<file path="src/rtl/hvac_seq.sv">
// Heater/cooler sequencer: latches threshold demand on a strobe and runs a
// IDLE/HEAT/COOL/LOCK FSM with minimum on-time and lockout. Optional HVAC_SEQ_FORCE_EN adds force_off.
module hvac_seq #(
    parameter int WIDTH   = 16,
    parameter int CNT_W   = 8,
    parameter int MIN_ON  = 8,
    parameter int MIN_OFF = 8
) (
    input  logic             clk,
    input  logic             rst,
    input  logic             sample,
    input  logic [WIDTH-1:0] temp,
    input  logic [WIDTH-1:0] low_thresh,
    input  logic [WIDTH-1:0] high_thresh,
`ifdef HVAC_SEQ_FORCE_EN
    input  logic             force_off,
`endif
    output logic             heat_out,
    output logic             cool_out,
    output logic [1:0]       state,
    output logic             cfg_err
);

    typedef enum logic [1:0] {
        IDLE = 2'd0,
        HEAT = 2'd1,
        COOL = 2'd2,
        LOCK = 2'd3
    } state_t;

    // Dwell reads 0 on the first cycle of a state, so the last allowed value is MIN-1.
    localparam logic [CNT_W-1:0] ON_LAST  = CNT_W'(MIN_ON - 1);
    localparam logic [CNT_W-1:0] OFF_LAST = CNT_W'(MIN_OFF - 1);
    localparam logic [CNT_W-1:0] CNT_MAX  = '1;

    state_t           state_q, state_d;
    logic [CNT_W-1:0] dwell_q, dwell_d;
    logic             heat_dem_q, heat_dem_d;
    logic             cool_dem_q, cool_dem_d;
    logic             cfg_err_q, cfg_err_d;
    logic             force_int;

`ifdef HVAC_SEQ_FORCE_EN
    assign force_int = force_off;
`else
    assign force_int = 1'b0;
`endif

    always_comb begin
        heat_dem_d = heat_dem_q;
        cool_dem_d = cool_dem_q;
        cfg_err_d  = cfg_err_q;
        if (sample) begin
            cfg_err_d  = low_thresh > high_thresh;
            heat_dem_d = !cfg_err_d && (temp < low_thresh);
            cool_dem_d = !cfg_err_d && (temp > high_thresh);
        end
    end

    always_comb begin
        state_d = state_q;
        dwell_d = (dwell_q == CNT_MAX) ? dwell_q : dwell_q + 1'b1;
        unique case (state_q)
            IDLE: begin
                if (!force_int) begin
                    if (heat_dem_q)      state_d = HEAT;
                    else if (cool_dem_q) state_d = COOL;
                end
            end
            HEAT: if (force_int || (dwell_q >= ON_LAST && !heat_dem_q)) state_d = LOCK;
            COOL: if (force_int || (dwell_q >= ON_LAST && !cool_dem_q)) state_d = LOCK;
            LOCK: if (dwell_q >= OFF_LAST) state_d = IDLE;
            default: state_d = IDLE;
        endcase
        if (state_d != state_q) dwell_d = '0;
    end

    always_ff @(posedge clk) begin
        if (rst) begin
            state_q    <= IDLE;
            dwell_q    <= '0;
            heat_dem_q <= 1'b0;
            cool_dem_q <= 1'b0;
            cfg_err_q  <= 1'b0;
        end else begin
            state_q    <= state_d;
            dwell_q    <= dwell_d;
            heat_dem_q <= heat_dem_d;
            cool_dem_q <= cool_dem_d;
            cfg_err_q  <= cfg_err_d;
        end
    end

    assign state    = state_q;
    assign heat_out = (state_q == HEAT);
    assign cool_out = (state_q == COOL);
    assign cfg_err  = cfg_err_q;

endmodule
</file>
<file path="config.mk">
export PLATFORM = sky130hd
export DESIGN_NAME = hvac_seq
export DESIGN_NICKNAME = d
export VERILOG_FILES = /design/src/rtl/hvac_seq.sv
export SDC_FILE = /design/constraint.sdc
export NUM_CORES = 1
export LEC_CHECK = 0
export BUFFER_PORTS_ARGS = -buffer_cell sky130_fd_sc_hd__buf_2
export CORE_ASPECT_RATIO = 0.7
export CORE_UTILIZATION = 56
export CTS_CLUSTER_DIAMETER = 100
export DETAILED_ROUTE_END_ITERATION = 10
export PLACE_DENSITY = 0.9
export SLEW_MARGIN = 20
export SYNTH_ARGS = -nofsm -noshare
export SYNTH_HDL_FRONTEND = slang
export SYNTH_SLANG_ARGS = --single-unit
</file>
<file path="constraint.sdc">
create_clock -name clk -period 2.64 [get_ports clk]
set_input_delay 0.264 -clock clk [delete_from_list [all_inputs] [get_ports clk]]
set_output_delay 0.264 -clock clk [all_outputs]
set_load 0.005 [all_outputs]
</file>
# Yosys cells after proc, flatten, opt, wreduce, memory -nomap -nowiden

Index checks and enable logic that the tools add are counted.

$add $sub $neg: 1
Order comparisons: 4
Equality and inequality tests: 5
Muxes and demuxes: 6
Reductions and logical operators: 9

Operator list:

| operator                                                          | count |
|---|---|
| > comparator 16 bit                                               | 2 |
| < comparator 16 bit                                               | 1 |
| 2-to-1 mux 2 bit                                                  | 5 |
| adder 8 x 1 -> 8 bit, second input constant                       | 1 |
| == test 8 bit, second input constant                              | 1 |
| greater-or-equal comparator 8 x 3 -> 1 bit, second input constant | 1 |
| one-hot mux 2 bit (4 select lines)                                | 1 |
| == test 2 bit, second input constant                              | 2 |
| logical AND 1 bit                                                 | 4 |
| zero test 1 bit                                                   | 3 |
| == test 2 x 1 -> 1 bit, second input constant                     | 1 |
| zero test 2 bit                                                   | 1 |
| != test 2 bit                                                     | 1 |
| OR reduction 2 bit                                                | 1 |

Register bits: 13

# Depth between registers and ports, before layout

Gate-level depths: netlist of run 1.

Depth after elaboration: 6
Depth in mapped cells: 8
Gate-level depth less buffers: 8

# Worst setup path before layout of run 1

OpenSTA, ideal clock, no wires.

Path kind: input to register
Start point: input port high_thresh[14]
End point: register cfg_err_q, in the netlist cfg_err
Setup time: 0.080 ns
Arrival: 1.578 ns
Data required time: 2.560 ns
Slack: 0.982 ns
Stages on the path: 7
Path buffers: 0
Cell sequence: inv_1 > ha_1 > nand4_1 > nor4_1 > a221oi_1 > a22oi_1 > nor3b_1

Cells in the longest elaborated chain, start to end: 1

Ends and longest elaborated chain:

| element                | line | text |
|---|---|---|
| start: declaration     | 14   | `input logic [WIDTH-1:0] high_thresh,` |
| > comparator 16 bit    | 54   | `cfg_err_d = low_thresh > high_thresh;` |
| end signal: assignment | 90   | `cfg_err_q <= cfg_err_d;` |
| end: declaration       | 40   | `logic cfg_err_q, cfg_err_d;` |

No other way between the ends.
A chain may end at the register's enable or synchronous reset.

# Worst setup path after layout of run 1

Start point: register dwell_q[7]
End point: register dwell_q[7]

Cells in the longest elaborated chain, start to end: 6
Elaborated cells on any way between the ends: 11
Classes of those cells: 1 x add/sub; 1 x order compare; 2 x eq/ne; 4 x mux; 3 x reduce/logical

Ends and longest elaborated chain:

| element                                    | line       | text |
|---|---|---|
| start: declaration                         | 37         | `logic [CNT_W-1:0] dwell_q, dwell_d;` |
| start signal: assignment                   | 87         | `dwell_q <= dwell_d;` |
| greater-or-equal comparator 8 x 3 -> 1 bit | 70, 71, 72 |  |
| logical AND 1 bit (on tied branches)       | 71, 70     |  |
| 2-to-1 mux 2 bit (on tied branches)        | 71, 70     |  |
| one-hot mux 2 bit (4 select lines)         | 63         | `unique case (state_q)` |
| != test 2 bit                              | 75         | `if (state_d != state_q) dwell_d = '0;` |
| OR reduction 2 bit (no line)               | --         |  |

Parallel ways exist; a longest one is shown, timed or not.

==> results of run 1 <==
[synthesized netlist by cell type]
cell and instances:
nor3b_2 1, nor4_1 3, ha_1 48, a21o_4 1
a21oi_1 26, a41oi_1 1, or3b_2 2, a221o_1 1
a211oi_1 2, a22oi_1 1, nor2_1 17, nor2b_1 3
nand3_1 11, o21ai_0 11, dfxtp_1 13, or4_4 1
nor3b_1 1, nand2b_1 1, nor3_2 1, a21o_1 3
xnor2_1 1, nand4_1 9, a221oi_1 1, inv_1 37
nor3_1 5, and3_1 1, xor2_1 3, o31ai_1 1
o41ai_1 1, o21ai_1 1, nor3_4 1, nand2_1 16
a211oi_2 1, and2_1 1
[area by class of cell]
type	instances	area, sq um	area share [%]
multi-input cells	177	1330	63.5
well taps	36	45.0	2.15
repair buffers	55	275	13.1
inverters	37	139	6.62
clock inverters	1	5.00	0.238
clock buffers	3	41.3	1.97
flip-flops and latches	13	260	12.4
[critical path, delay by kind of cell (launching register included)]
family	cells	cell delay (ps)
and+or+nand+nor	3	950
DFF	1	360
AOI/OAI and AO/OA	2	400
[worst paths after layout]
| path | from | endpoint | slack, ps | cells past startpoint |
|---|---|---|---|---|
| max | dwell_q[7]$_SDFFE_PP0P_ | dwell_q[7]$_SDFFE_PP0P_ | 860 | 5 |
| min reg2reg | cfg_err$_SDFFE_PP0P_ | cfg_err$_SDFFE_PP0P_ | 480 | 2 |
| min | rst | state[0]$_SDFF_PP0_ | 300 | 2 |
| max reg2reg | dwell_q[7]$_SDFFE_PP0P_ | dwell_q[7]$_SDFFE_PP0P_ | 860 | 5 |
[report_power, final]
part           switching (W)  internal, W
sequential         0.0000129     0.000209
combinational       0.000140     0.000118
clock              0.0000721     0.000104
total               0.000225     0.000431
[placed cells by master (no fill, tap or decap), drive strengths merged]
cell type / instances
a211oi: 3
a21o: 4
a21oi: 26
a221o: 1
a221oi: 1
a22oi: 1
a41oi: 1
and2: 1
and3: 1
buf: 55
clkbuf: 3
clkinv: 1
dfxtp: 13
ha: 48
inv: 37
nand2: 16
nand2b: 1
nand3: 11
nand4: 9
nor2: 17
nor2b: 3
nor3: 7
nor3b: 2
nor4: 3
o21ai: 12
o31ai: 1
o41ai: 1
or3b: 2
or4: 1
xnor2: 1
xor2: 3
[registers in the layout, summed over array words and instances (netlist names)]
| register | count |
|---|---|
| dwell_q | 8 |
| state | 2 |
| cfg_err | 1 |
| cool_dem_q | 1 |
| heat_dem_q | 1 |
[cell families after synthesis]
family	Yosys count	share of synthesized area, %
adder cells (fa/ha/maj)	48	34.7
flip-flops	13	15.0
buffers and inverters	37	8.01
XOR/XNOR	4	2.02
AND/OR/NAND/NOR	74	22.6
AO/OA/AOI/OAI	51	17.7
[through the flow]
step | total power, W | instance area [sq um] | hold WS [ps] | setup slack [ps]
6_report | 0.000657 | 2100 | 300 | 861
5_1_grt | 0.000712 | 2100 | 305 | 783
2_1_floorplan | 0.000379 | 1730 | 333 | 982
3_5_place_dp | 0.000477 | 2050 | 479 | 678
4_1_cts | 0.000659 | 2100 | 287 | 880
3_3_place_gp | 0.000467 | 2050 | 471 | 785
[routing by layer]
layer | track usage, % | part of all wire (%)
met5 | 0 | 0
met4 | 6.25 | 1.0
met1 | 39.1 | 53
met2 | 43.1 | 42
met3 | 5.19 | 4.7
==> results by group, run 1 <==
Status
  • Status: completed

Drt
  • Routed vias/inst: 5.64
  • Routed wire per std cell: 12.9 um
  • DR pass1 iterations: 4
  • DRT iter0 DRCs: 71
  • Final WL: 4140 um
  • Routed Antenna Nets: 0
  • # DRC: 0
  • Vias: 1817

Layout
  • Share of cells above drive strength 1: 23.4%
  • Fillers: 233
  • Diodes inserted: 0
  • Nets@finish: 386
  • Area grow syn2layout: 21.2%
  • Post-layout util: 73.3%
  • Final cell count without fillers: 322

Logic synthesis
  • Post-Synthesis Cell Area: 1730 sq um
  • FF+latch count, synth: 13
  • Synth Area per Inst: 7.63 sq um
  • Synth area leader: ha_1
  • Synth area leaders: ha_1 35%, dfxtp_1 15%, inv_1 8.0%, a21oi_1 7.5%, nor2_1 3.7%
  • Cells after Synth: 227
  • Synth Warn #: 0
  • Top cell type's share of synthesized area: 34.7%
  • Seq/Total Area, Yosys: 15.0%
  • Syn Nets: 326
  • Synth unique cells: 34

STA
  • Fmax: 562 MHz
  • Setup TNS: 0 ps
  • Hold Fails Final Rpt: 0
  • Worst-margin pin slew: 342 ps
  • Final count of pins violating max slew: 0
  • Tmin final: 1780 ps
  • Layout Skew: 5.69 ps
  • Rel. slew slack: 77.0%
  • Unrepaired setup endpoints after global routing: false
  • Fin crit share: 67.4%
  • Endpoints failing setup: 0

Global routing
  • Vias in the first global route: 1666
  • Largest net degree at the start of global routing: 10
  • GRT Overall Usage: 27.8%
  • Grt ovf: 0
  • First-pass GRT wire length: 7100 um
  • Initial antenna violation count: 0

Setup path
  • Worst EP required: 2810 ps
  • Crit path cell chain: or4_4 -> nor3_4 -> o21ai_1 -> a21o_4 -> nor3b_2
  • Critical Path Source Type: flop
  • Crit path DAT: 1950 ps
  • CP max-delay cell: or4_4
  • Crit path largest cell delay: 570 ps
  • Crit. End Element: flop
  • CP Max Fanout: 8
  • Setup CP Type: reg2reg

Power and ir drop
  • Pwr/cell area: 313 nW/um^2
  • VDD IR max: 0.164 mV
  • Leakage: 1.13 nW

Hold path
  • Min-Delay Path Class: in2reg

Floorplan
  • DIE AREA: 3320 sq um
  • Num ports: 56
  • Core region area: 2860 sq um
  • Core Rows: 16
  • Initial Util: 60.5%
  • Die span in y: 48.5 um
  • Die width: 68.5 um

CTS
  • Clock tree sinks: 13
  • Post-CTS sizing: 0
  • Root Buffer: clkbuf_8
  • Post-CTS setup buffers: 0
  • Max Root-Sink Buffers: 2
  • Clock latency on the worst-skew pair: 240 ps
  • # H-tree levels: 1
  • CTS tree: done
  • Worst-path clk slew: 50 ps
  • Num CTS Buffers: 3
  • Hold buffers post-CTS: 0

Flow run
  • Number of max-cap violations: 0

Place
  • Hpwl dp: 3560 um
  • Port Buffers: 55
  • GP Congestion: 0.819
  • Placed Cells: 318
Power figures use the tool's default switching activity.
==> run 2: changes to the inputs <==
Settings changed: CORE_UTILIZATION 56 to 47, PLACE_DENSITY 0.9 to 0.81.
Clock period 2.64 ns to 1.5 ns, I/O delays scaled along.
==> run 2 against run 1 <==
Net effect:
- the run now ends with setup timing left
- worst hold slack got worse by 120 ps
- clock skew down 2.2 ps
- sequential share of layout area shrank 1.4 points
- fmax grew 6.0%
- die area rose by 18%
- cell count up 13%
- clock power increased by 81%
- sequential power rose by 75%
- largest cell class unchanged
==> results by group, run 2 (synthesized netlist as in run 1, its figures left out) <==
STA
  • Hold Fails Final Rpt: 0
  • Endpoints failing setup: 10
  • Tmin final: 1680 ps
  • Fin crit share: 112%
  • Rel. slew slack: 78.4%
  • Worst-margin pin slew: 323 ps
  • Hold Slack: 178 ps
  • Layout Skew: 3.49 ps
  • Fmax: 596 MHz
  • Unrepaired setup endpoints after global routing: true
  • Worst Slack Setup Final: -179 ps
  • Final count of pins violating max slew: 0

Global routing
  • Largest net degree at the start of global routing: 10
  • GRT Overall Usage: 23.9%
  • Vias in the first global route: 1682
  • First-pass GRT wire length: 7250 um
  • Grt ovf: 0
  • Initial antenna violation count: 0

Place
  • GP Congestion: 0.792
  • Hpwl dp: 3800 um
  • Port Buffers: 55

Layout
  • Most flop-heavy register: dwell_q
  • Commonest non-fill, non-tap cell in the layout: buf_2
  • Area occupied by multi-input gates: 1390 sq um
  • Diodes inserted: 0
  • Nets@finish: 413
  • Share of cells above drive strength 1: 33.9%
  • Max reg flops: 8
  • Area grow syn2layout: 37.4%
  • Reg area: 263 sq um
  • Fillers: 300
  • Commonest cells after routing, fill and taps aside: 55 x buf_2, 48 x ha_1, 37 x inv_1, 26 x buf_4, 24 x a21oi_1

Setup path
  • Worst EP required: 1640 ps
  • Crit path DAT: 1820 ps
  • Setup CP Type: reg2reg
  • CP Max Fanout: 4
  • Critical Path Source Type: flop
  • Crit. End Element: flop

Status
  • Status: complete, but fails checks
  • Violated checks: setup timing

Power and ir drop
  • Tot Pwr: 0.00124 W
  • Leakage: 1.28 nW
  • Pwr/cell area: 520 nW/um^2
  • VDD IR max: 0.352 mV

CTS
  • # H-tree levels: 1
  • Num CTS Buffers: 3
  • Hold buffers post-CTS: 0
  • CTS tree: done
  • Root Buffer: clkbuf_8
  • Worst-path clk slew: 60 ps
  • Clock tree sinks: 13
  • Clock latency on the worst-skew pair: 250 ps
  • Max Root-Sink Buffers: 2

Drt
  • Routed Antenna Nets: 0
  • Routed wire per std cell: 12.2 um
  • Vias: 1869
  • Routed vias/inst: 5.15
  • Final WL: 4430 um
  • DR pass1 iterations: 4
  • DRT iter0 DRCs: 163
  • # DRC: 0

Floorplan
  • Die width: 74.6 um
  • Num ports: 56
  • Core Rows: 18
  • DIE AREA: 3940 sq um
  • Initial Util: 49.3%
  • Core region area: 3510 sq um
  • Die span in y: 52.8 um

Hold path
  • Min-Delay Path Class: in2reg

Flow run
  • Number of max-cap violations: 0
[run 2: area by class of cell]
class / instances / area share, %
clock inverters: 1 / 0.210
well taps: 50 / 2.63
flip-flops and latches: 13 / 11.0
repair buffers: 82 / 20.2
inverters: 37 / 5.83
clock buffers: 3 / 1.73
multi-input cells: 177 / 58.3
[run 2: path summary, 6_finish.rpt]
kind	from	end	slack, ps	depth (start not counted)
min reg2reg	cfg_err$_SDFFE_PP0P_	cfg_err$_SDFFE_PP0P_	490	2
max	dwell_q[6]$_SDFFE_PP0P_	state[1]$_SDFF_PP0_	-180	7
max reg2reg	dwell_q[6]$_SDFFE_PP0P_	state[1]$_SDFF_PP0_	-180	7
min	rst	state[0]$_SDFF_PP0_	180	2
[run 2: per-stage QoR]
step	std cells	instance area [sq um]	TNS, ps	setup WS (ps)	util [%]
CTS	363	2330	-831	-135	66.3
finish	363	2380	-1190	-179	67.8
global route	363	2380	-1850	-251	67.8
detailed placement	356	2260	-1970	-253	64.4
floorplan	227	1740	-652	-127	-
global placement	356	2260	-1480	-177	64.4
[run 2: worst max-delay path: stages (launching register included)]
cell and delay (ps):
dfxtp_2 320, or4_4 540, nor3_4 210, buf_4 160, nor3_2 30, a21oi_1 120
o21ai_1 60, nor2b_1 130
[run 2: what timing repair did]
item,CTS,global route
setup endpoints to repair,11,13
setup buffers,3,1
pin swaps,4,6
resized for setup,1,12
endpoints found under the hold margin,0,0
[run 2: routing by layer]
layer	GRT usage (%)	share of wire (%)	wire [um]	up-vias
met3	3.08	7.0	311	2
met4	3.77	0.16	7	0
li1	-	-	-	985
met1	36.6	51	2270	818
met2	35.3	42	1850	64
met5	0	0	0	-
[run 2: power by group]
part           switching (W)  internal (W)  leakage [nW]
logic               0.000271      0.000259          1.15
clock network       0.000136      0.000184        0.0255
registers          0.0000216      0.000368         0.107
==> run 3: changes to the inputs <==
Settings changed: ABC_AREA set to 1, CORE_UTILIZATION 47 to 53, PLACE_DENSITY 0.81 to 0.85, SLEW_MARGIN 20 to 10.
Clock period 1.5 ns to 1.9 ns, I/O delays scaled along.
==> run 3 against run 2 <==
Net effect:
- the run now ends clean
- critical path depth is 2 higher
- critical endpoint is now dwell_q[3]$_SDFFE_PP0P_
- combinational power shrank 31%
- global-route usage fell by 0.083 points
- fmax rose by 11%
- sequential share of layout area up 0.56 points
- register-to-register slack better by 560 ps
- largest power group unchanged
- critical path type unchanged
- sequential cell count did not move
- clock power shrank 21%
- count of clock-buffer cells in the layout increased by 1
- setup slack better by 560 ps
- first-iteration DRC count decreased by 29%
==> results by group, run 3 <==
Power and ir drop
  • Sw Pwr: 0.000324 W
  • VDD IR max: 0.252 mV
  • Comb pwr share: 39.7%
  • Pint: 0.000602 W
  • Switching share of power: 35.0%
  • Pwr/cell area: 412 nW/um^2
  • Seq pwr share: 33.0%
  • Clock share of power: 27.3%
  • Leakage: 1.32 nW

STA
  • Hold Slack: 166 ps
  • Unrepaired setup endpoints after global routing: false
  • Tmin final: 1520 ps
  • Setup TNS: 0 ps
  • Fmax: 659 MHz
  • Layout Skew: 0.663 ps
  • Final count of pins violating max slew: 0
  • Rel. slew slack: 77.1%
  • Fin crit share: 79.9%
  • Endpoints failing setup: 0
  • Worst-margin pin slew: 341 ps
  • Worst Slack Setup Final: 382 ps
  • Hold Fails Final Rpt: 0

Layout
  • Commonest non-fill, non-tap cell in the layout: nand2_1
  • Area grow syn2layout: 20.3%
  • Final cell count without fillers: 380
  • Most flop-heavy register: dwell_q
  • Nets@finish: 433
  • Commonest cells after routing, fill and taps aside: 69 x nand2_1, 55 x buf_2, 49 x inv_1, 48 x ha_1, 25 x a21oi_1
  • Diodes inserted: 0
  • Max reg flops: 8
  • Share of cells above drive strength 1: 22.5%
  • Fillers: 306

Floorplan
  • Core Rows: 17
  • DIE AREA: 3770 sq um
  • Die span in y: 51.6 um
  • Initial Util: 57.3%
  • Die width: 72.9 um
  • Num ports: 56
  • Core region area: 3250 sq um

Drt
  • Routed vias/inst: 4.89
  • Routed Antenna Nets: 0
  • DRT iter0 DRCs: 116
  • Final WL: 4110 um
  • # DRC: 0
  • Routed wire per std cell: 10.8 um
  • Vias: 1857
  • DR pass1 iterations: 4

Global routing
  • M3 GR Usage: 4.07%
  • Grt peak-use layer: met2
  • GR Util met2: 40.3%
  • GRT Overall Usage: 23.8%
  • First-pass GRT wire length: 7010 um
  • Initial antenna violation count: 0
  • Met1 usage: 32.5%
  • Vias in the first global route: 1713
  • Largest net degree at the start of global routing: 9
  • Grt ovf: 0

CTS
  • # H-tree levels: 1
  • Root Buffer: clkbuf_8
  • Hold buffers post-CTS: 0
  • Post-CTS sizing: 0
  • Max Root-Sink Buffers: 2
  • Num CTS Buffers: 3
  • Post-CTS setup buffers: 0
  • Clock tree sinks: 13
  • Clock latency on the worst-skew pair: 250 ps
  • CTS tree: done
  • Worst-path clk slew: 60 ps

Setup path
  • Worst EP required: 2070 ps
  • Setup CP Type: reg2reg
  • Crit. End Element: flop
  • Critical Path Source Type: flop
  • Crit path DAT: 1680 ps
  • CP Max Fanout: 5

Logic synthesis
  • Seq/Total Area, Yosys: 14.0%
  • Most common cell in the netlist: nand2_1
  • Predominant post-synthesis flop cell: dfxtp_1
  • Synth Warn #: 0
  • Synth area leader: ha_1
  • Post-Synthesis Cell Area: 1870 sq um
  • Syn Nets: 373
  • Cells after Synth: 274
  • Synth unique cells: 29
  • Top post-synthesis cells by count: 69 x nand2_1, 49 x inv_1, 48 x ha_1
  • Async S/R FF share, synth: 0%
  • FF+latch count, synth: 13
  • Synth area leaders: ha_1 32%, dfxtp_1 14%, nand2_1 14%, inv_1 9.9%, a21oi_1 6.7%
  • EDFF count, synth: 0
  • Top cell type's share of synthesized area: 32.2%
  • Synth Area per Inst: 6.81 sq um

Place
  • Hpwl dp: 3590 um
  • GP Congestion: 0.910
  • Port Buffers: 55
  • Pre-CTS setup slack: 327 ps
  • Placed Cells: 376

Hold path
  • Min-Delay Path Class: in2reg

Flow run
  • Number of max-cap violations: 0

Status
  • Status: completed
run 3: cell types whose count changed after synthesis, sizes merged, moves of 3 or more:
cell and change:
nor2 +3, inv +14, a211oi -3, nand4 -7, nand2 +55, nor2b -3
run 3: final timing paths:
check	from	to	slack, ps	depth (start not counted)
worst max-delay path	dwell_q[0]$_SDFFE_PP0P_	dwell_q[3]$_SDFFE_PP0P_	380	9
worst min-delay path	rst	heat_dem_q$_SDFFE_PP0P_	170	2
worst max register to register	dwell_q[0]$_SDFFE_PP0P_	dwell_q[3]$_SDFFE_PP0P_	380	9
worst min register to register	cool_dem_q$_SDFFE_PP0P_	cool_dem_q$_SDFFE_PP0P_	510	2
run 3: power groups by stage:
stage	Clock (W)	Sequential (W)	Combinational (W)
after floorplan	0	0.000308	0.000235
after global placement	0	0.000310	0.000353
after detailed placement	0	0.000311	0.000365
after CTS	0.000259	0.000305	0.000367
after global routing	0.000274	0.000307	0.000429
final	0.000252	0.000306	0.000368
run 3: through the flow:
| step | power [W] | area, sq um | utilization [%] |
|---|---|---|---|
| 2_1_floorplan | 0.000543 | 1870 | - |
| 3_3_place_gp | 0.000663 | 2200 | 67.6 |
| 3_5_place_dp | 0.000676 | 2200 | 67.6 |
| 4_1_cts | 0.000932 | 2240 | 69.0 |
| 5_1_grt | 0.00101 | 2240 | 69.0 |
| 6_report | 0.000926 | 2240 | 69.0 |
run 3: cell type report:
type / instances / area [sq um] / area share [%]
Multi-Input combinational cell: 209 / 1410 / 62.8
Inverter: 52 / 195 / 8.70
Tap cell: 47 / 58.8 / 2.62
Clock buffer: 4 / 45.0 / 2.01
Sequential cell: 13 / 260 / 11.6
Timing Repair Buffer: 55 / 275 / 12.3
run 3: worst max-delay path, stage by stage (launching register included):
cell      delay, ps
dfxtp_1         370
ha_1            210
nand2_1          90
inv_1            80
nand2_1          60
nor2_2          140
nand3_2         120
clkinv_1        130
nor3b_1          60
nor3_1          180
run 3: cells by family (layout without fill, tap and decap cells):
family	after synthesis	in the layout	share of synthesized area [%]
simple gates	116	116	29.1
buf+inv	52	111	10.5
xor+xnor	4	4	1.88
compound gates	41	41	12.4
flops	13	13	14.0
fa+ha+maj	48	48	32.2
run 3: layer usage:
metal | part of all wire [%] | routed length [um]
met4 | 0.49 | 20
met1 | 52 | 2150
met5 | 0 | 0
met2 | 42 | 1710
met3 | 5.4 | 222
